[config.mk]
export PLATFORM = sky130hd
export DESIGN_NAME = logic_op_arbiter
export DESIGN_NICKNAME = d
export VERILOG_FILES = /design/src/rtl/logic_op_arbiter_pkg.sv /design/src/rtl/logic_op_arbiter_unit.sv /design/src/rtl/logic_op_arbiter.sv
export SDC_FILE = /design/constraint.sdc
export NUM_CORES = 1
export LEC_CHECK = 0
export CORE_MARGIN = 2
export CORE_UTILIZATION = 44
export CTS_CLUSTER_SIZE = 20
export DETAILED_ROUTE_END_ITERATION = 16
export PLACE_DENSITY_LB_ADDON = 0.1
export SYNTH_ARGS = -nofsm -noshare
export SYNTH_HDL_FRONTEND = slang
export SYNTH_SLANG_ARGS = --single-unit
[constraint.sdc]
create_clock -name clk -period 2.6 [get_ports clk]
set_clock_uncertainty 0.05 [all_clocks]
set_input_delay 0.52 -clock clk [delete_from_list [all_inputs] [get_ports clk]]
set_output_delay 0.52 -clock clk [all_outputs]
set_load 0.05 [all_outputs]
[src/rtl/logic_op_arbiter_pkg.sv]
// Shared opcodes, slot states and default width for the logic-op arbiter slice.
package logic_op_arbiter_pkg;

  localparam int DEFAULT_WIDTH = 8;

  typedef enum logic [1:0] {
    OP_AND  = 2'b00,
    OP_OR   = 2'b01,
    OP_XOR  = 2'b10,
    OP_XNOR = 2'b11
  } op_e;

  typedef enum logic {
    SLOT_EMPTY = 1'b0,
    SLOT_FULL  = 1'b1
  } slot_e;

endpackage

[src/rtl/logic_op_arbiter_unit.sv]
// Combinational bitwise logic unit: one gate result per opcode, selected by op.
module logic_unit_8bit
  import logic_op_arbiter_pkg::*;
#(
  parameter int WIDTH = DEFAULT_WIDTH
) (
  input  logic [1:0]       op,
  input  logic [WIDTH-1:0] a,
  input  logic [WIDTH-1:0] b,
  output logic [WIDTH-1:0] y
);

  logic [WIDTH-1:0] and_y, or_y, xor_y, xnor_y;

  assign and_y  = a & b;
  assign or_y   = a | b;
  assign xor_y  = a ^ b;
  assign xnor_y = ~(a ^ b);

  always_comb begin
    y = and_y;
    case (op_e'(op))
      OP_AND:  y = and_y;
      OP_OR:   y = or_y;
      OP_XOR:  y = xor_y;
      OP_XNOR: y = xnor_y;
      default: y = and_y;
    endcase
  end

endmodule

[src/rtl/logic_op_arbiter.sv]
// Round-robin arbiter sharing one logic unit between two requesters, with a
// single registered response slot and a completed-response counter.
module logic_op_arbiter
  import logic_op_arbiter_pkg::*;
#(
  parameter int WIDTH = DEFAULT_WIDTH,
  parameter int CNT_W = 8
) (
  input  logic             clk,
  input  logic             rst,
  input  logic             req0_valid,
  output logic             req0_ready,
  input  logic [1:0]       req0_op,
  input  logic [WIDTH-1:0] req0_A,
  input  logic [WIDTH-1:0] req0_B,
  input  logic             req1_valid,
  output logic             req1_ready,
  input  logic [1:0]       req1_op,
  input  logic [WIDTH-1:0] req1_A,
  input  logic [WIDTH-1:0] req1_B,
  output logic             rsp_valid,
  input  logic             rsp_ready,
  output logic             rsp_id,
  output logic [WIDTH-1:0] rsp_Y,
  output logic [CNT_W-1:0] done_cnt
);

  slot_e            slot_q, slot_d;
  logic             prio;
  logic             slot_free, grant_valid, grant_id, accept;
  logic [1:0]       sel_op;
  logic [WIDTH-1:0] sel_a, sel_b, unit_y;

  // Readys depend only on valids, slot state, rsp_ready, prio and rst.
  assign grant_valid = req0_valid | req1_valid;
  assign grant_id    = (req0_valid & req1_valid) ? prio : req1_valid;
  assign slot_free   = (slot_q == SLOT_EMPTY) | rsp_ready;
  assign accept      = grant_valid & slot_free & ~rst;
  assign req0_ready  = accept & ~grant_id;
  assign req1_ready  = accept & grant_id;
  assign rsp_valid   = (slot_q == SLOT_FULL);

  assign sel_op = grant_id ? req1_op : req0_op;
  assign sel_a  = grant_id ? req1_A  : req0_A;
  assign sel_b  = grant_id ? req1_B  : req0_B;

  logic_unit_8bit #(.WIDTH(WIDTH)) u_unit (
    .op (sel_op),
    .a  (sel_a),
    .b  (sel_b),
    .y  (unit_y)
  );

  always_comb begin
    slot_d = slot_q;
    if (accept) begin
      slot_d = SLOT_FULL;
    end else if (slot_q == SLOT_FULL && rsp_ready) begin
      slot_d = SLOT_EMPTY;
    end
  end

  always_ff @(posedge clk) begin
    if (rst) begin
      slot_q <= SLOT_EMPTY;
    end else begin
      slot_q <= slot_d;
    end
  end

  // Priority flips to the other requester only when a grant is taken.
  always_ff @(posedge clk) begin
    if (rst) begin
      rsp_Y    <= '0;
      rsp_id   <= 1'b0;
      prio     <= 1'b0;
      done_cnt <= '0;
    end else begin
      if (accept) begin
        rsp_Y  <= unit_y;
        rsp_id <= grant_id;
        prio   <= ~grant_id;
      end
      if (rsp_valid && rsp_ready) begin
        done_cnt <= done_cnt + CNT_W'(1);
      end
    end
  end

endmodule

==> results of run 1 <==
[flip-flops by register name (all words and copies together) (netlist names)]
register / count
done_cnt: 8
rsp_Y: 8
prio: 1
rsp_id: 1
rsp_valid: 1
[cells in the final DEF, fill, tap and decap left out]
cell type,count
nand2b_1,3
a21oi_1,14
nand2_1,12
nand4_1,3
o21ai_0,3
clkbuf_4,3
ha_1,17
a21bo_1,1
nand2_4,1
a311oi_4,2
and2_1,1
and3_1,1
nor2_1,11
o21ai_1,8
buf_4,3
o211ai_1,1
clkdlybuf4s50_1,58
mux2i_1,18
xnor2_1,1
clkinv_2,1
inv_1,18
xor2_1,4
a211oi_2,8
o21a_1,1
and2_4,2
nand3_2,1
mux2_2,9
or3_1,2
buf_12,2
dfxtp_1,19
[final cells by class]
type	count	area (µm²)	area share, %
Multi-Input combinational cell	124	1030	46.7
Clock buffer	3	22.5	1.02
Sequential cell	19	380	17.3
Inverter	18	67.6	3.06
Tap cell	46	57.6	2.61
Clock inverter	1	5.00	0.227
Timing Repair Buffer	63	643	29.2
[critical path, cell delays in order]
cell,delay [ns]
clkdlybuf4s50_1,0.48
o211ai_1,0.54
nor2_1,0.16
buf_12,0.19
[worst max-delay path by stage]
stage | slack [ns] | cells after the start | end | from
5_1_grt | 0.08 | 4 | req1_ready | req1_valid
3_3_place_gp | 0.16 | 7 | rsp_Y[0]$_SDFFE_PP0P_ | req0_valid
6_report | 0.15 | 4 | req0_ready | req1_valid
3_5_place_dp | 0.06 | 8 | rsp_Y[5]$_SDFFE_PP0P_ | req0_valid
2_1_floorplan | 0.30 | 5 | req0_ready | req0_valid
4_1_cts | 0.14 | 4 | req0_ready | req1_valid
[routing by layer]
layer  part of all wire [%]  global-route usage, %  vias up
met3                    3.8                   4.32        4
met4                   0.80                   4.44        0
met2                     53                   38.3       36
li1                       -                      -      701
met1                     43                   22.1      637
met5                      0                      0        -
[cells by family (layout without fill, tap and decap cells)]
logic type      after synthesis  count (layout)  synth area share, %
buf+inv                      25              85                 8.16
flops                        19              19                 24.8
xor+xnor                      5               5                 2.85
fa+ha+maj                    17              17                 13.9
simple gates                 37              37                 12.2
compound gates               38              38                 19.7
mux                          27              27                 18.4
[power groups by stage]
stage	Clock, W	Combinational [W]	Sequential (W)
after global routing	0.000179	0.000462	0.000336
after CTS	0.000164	0.000431	0.000332
after detailed placement	0	0.000430	0.000339
after floorplan	0	0.000194	0.000422
after global placement	0	0.000416	0.000338
final	0.000161	0.000428	0.000332
[per-stage QoR]
step	hold WS (ns)	instance area (µm²)	utilization [%]	total power [W]
3_5_place_dp	0.400	2180	65.2	0.000768
5_1_grt	0.419	2200	66.1	0.000977
3_3_place_gp	0.390	2180	65.2	0.000755
2_1_floorplan	0.444	1530	-	0.000616
6_report	0.412	2200	66.1	0.000921
4_1_cts	0.415	2200	66.1	0.000928
==> metrics.yaml, run 1 <==
cells_and_area:
  n_fill_cell: 292
  instances_no_fill: 274
  antenna_cells: 0
  drive_above_1_share_pct: 14.0
  finish.net_count: 287
  area_delta_synth_final_pct: 43.7
flow_run:
  maxCapViolCount: 0
detailed_routing:
  routedWlPerCell_um: 13.7
  drtIter0Drc: 61
  num_vias: 1378
  wl_mm: 3.74
  vias_per_cell: 5.03
  drt_pre_antenna_iters: 4
  postRouteAntennaNets: 0
  drc: 0
synthesis:
  postSynthAreaPerCell_um2: 9.13
  synthTopCellsByCount: "19 x dfxtp_1, 18 x inv_1, 18 x mux2i_1"
  ys_seq_area_share_pct: 24.8
  netlist_top_cells_area: "dfxtp_1 25%, ha_1 14%, mux2i_1 12%"
  ys_types: 28
  yosysMostFrequentCell: "dfxtp_1"
  yosysWarningCount: 0
  yosys.area.top_type_share_pct: 24.8
  synth-edff-count: 0
  synth_area_mm2: 0.00153
  async_flop_share_pct: 0
  synth_nets: 226
  ys.flop_type: "dfxtp_1"
  yosys_register_bits: 19
  yosys.area.top_type: "dfxtp_1"
  synthCells: 168
status:
  status: "finished clean"
power:
  power.internal_w: 0.000569
  clock_power_share_pct: 17.5
  ir_worst_vdd_mv: 0.265
  comb_power_share_pct: 46.5
  switching_share_pct: 38.3
  cellPowerDensity_mw_per_mm2: 418
  power.switching_w: 0.000352
  seq_power_share_pct: 36.1
  power_leakage_nw: 0.956
clock_network:
  htree_num_levels: 1
  root_buffer: "clkbuf_4"
  cts_setup_buffers: 0
  clk_latency_ns: 0.30
  post_cts_resized: 0
  cts_sinks: 19
  tritoncts: "done"
  cts_hold_buf: 0
  clkTransAtPathRegs_ns: 0.13
  clk_path_buf_depth: 2
  cts_buffers: 3
worst_setup_path:
  worstSetupStartpointType: "input pin"
  cp_max_fo: 5
  cp.arrival_ns: 1.88
  timing.rr.start: "prio$_SDFFE_PP0P_"
  criticalPathCategory: "in -> out"
  cp.required_ns: 2.03
  reg2reg_to: "rsp_Y[5]$_SDFFE_PP0P_"
  ff2ff_setup_slack_ns: 0.73
  worstSetupEndpointType: "primary output"
  r2r_cells: 7
grt:
  grt_antenna_before_repair: 0
  grt_pass1_wl_mm: 6.38
  grt_usage_pct: 20.0
  grt_pass1_vias: 1450
  grt_max_degree: 14
  overflow: 0
sta:
  worst_slack_ns: 0.150
  setup_viol: 0
  tns_ns: 0
  tightest_slew_ns: 0.693
  slew_headroom_pct: 53.6
  finalMaxSlewViolations: 0
  fmax_mhz: 408
  post-route-min-period_ns: 2.45
  fin_crit_sh_pct: 94.2
  rsz0062_at_grt: "no"
  finalHoldViolCount: 0
placement:
  placed_cells_incl_taps: 270
  post-place-ws_ns: 0.0616
  gp_congestion: 0.825
  dpl.hpwl_mm: 2.99
  port_buffers: 60
floorplan:
  initial_utilization_pct: 46.0
  fp.dieW_um: 63.0
  rows: 21
  boundaryPins: 61
  design.core.area_mm2: 0.00334
  dieArea_mm2: 0.00397
  dieHeight_um: 63.0
hold_path:
  holdCritStartpoint: "rsp_Y[7]$_SDFFE_PP0P_"
  hold_class: "reg -> reg"
  holdPathStages: 2
  min_to: "rsp_Y[7]$_SDFFE_PP0P_"
Note: power is estimated with default switching activity, not from simulation.
==> run 2, diff against run 1 <==
Settings changed: TNS_END_PERCENT from default to 50.
==> results of run 2 <==
Same layout as run 1: the final DEF is identical, and so are final timing and power.
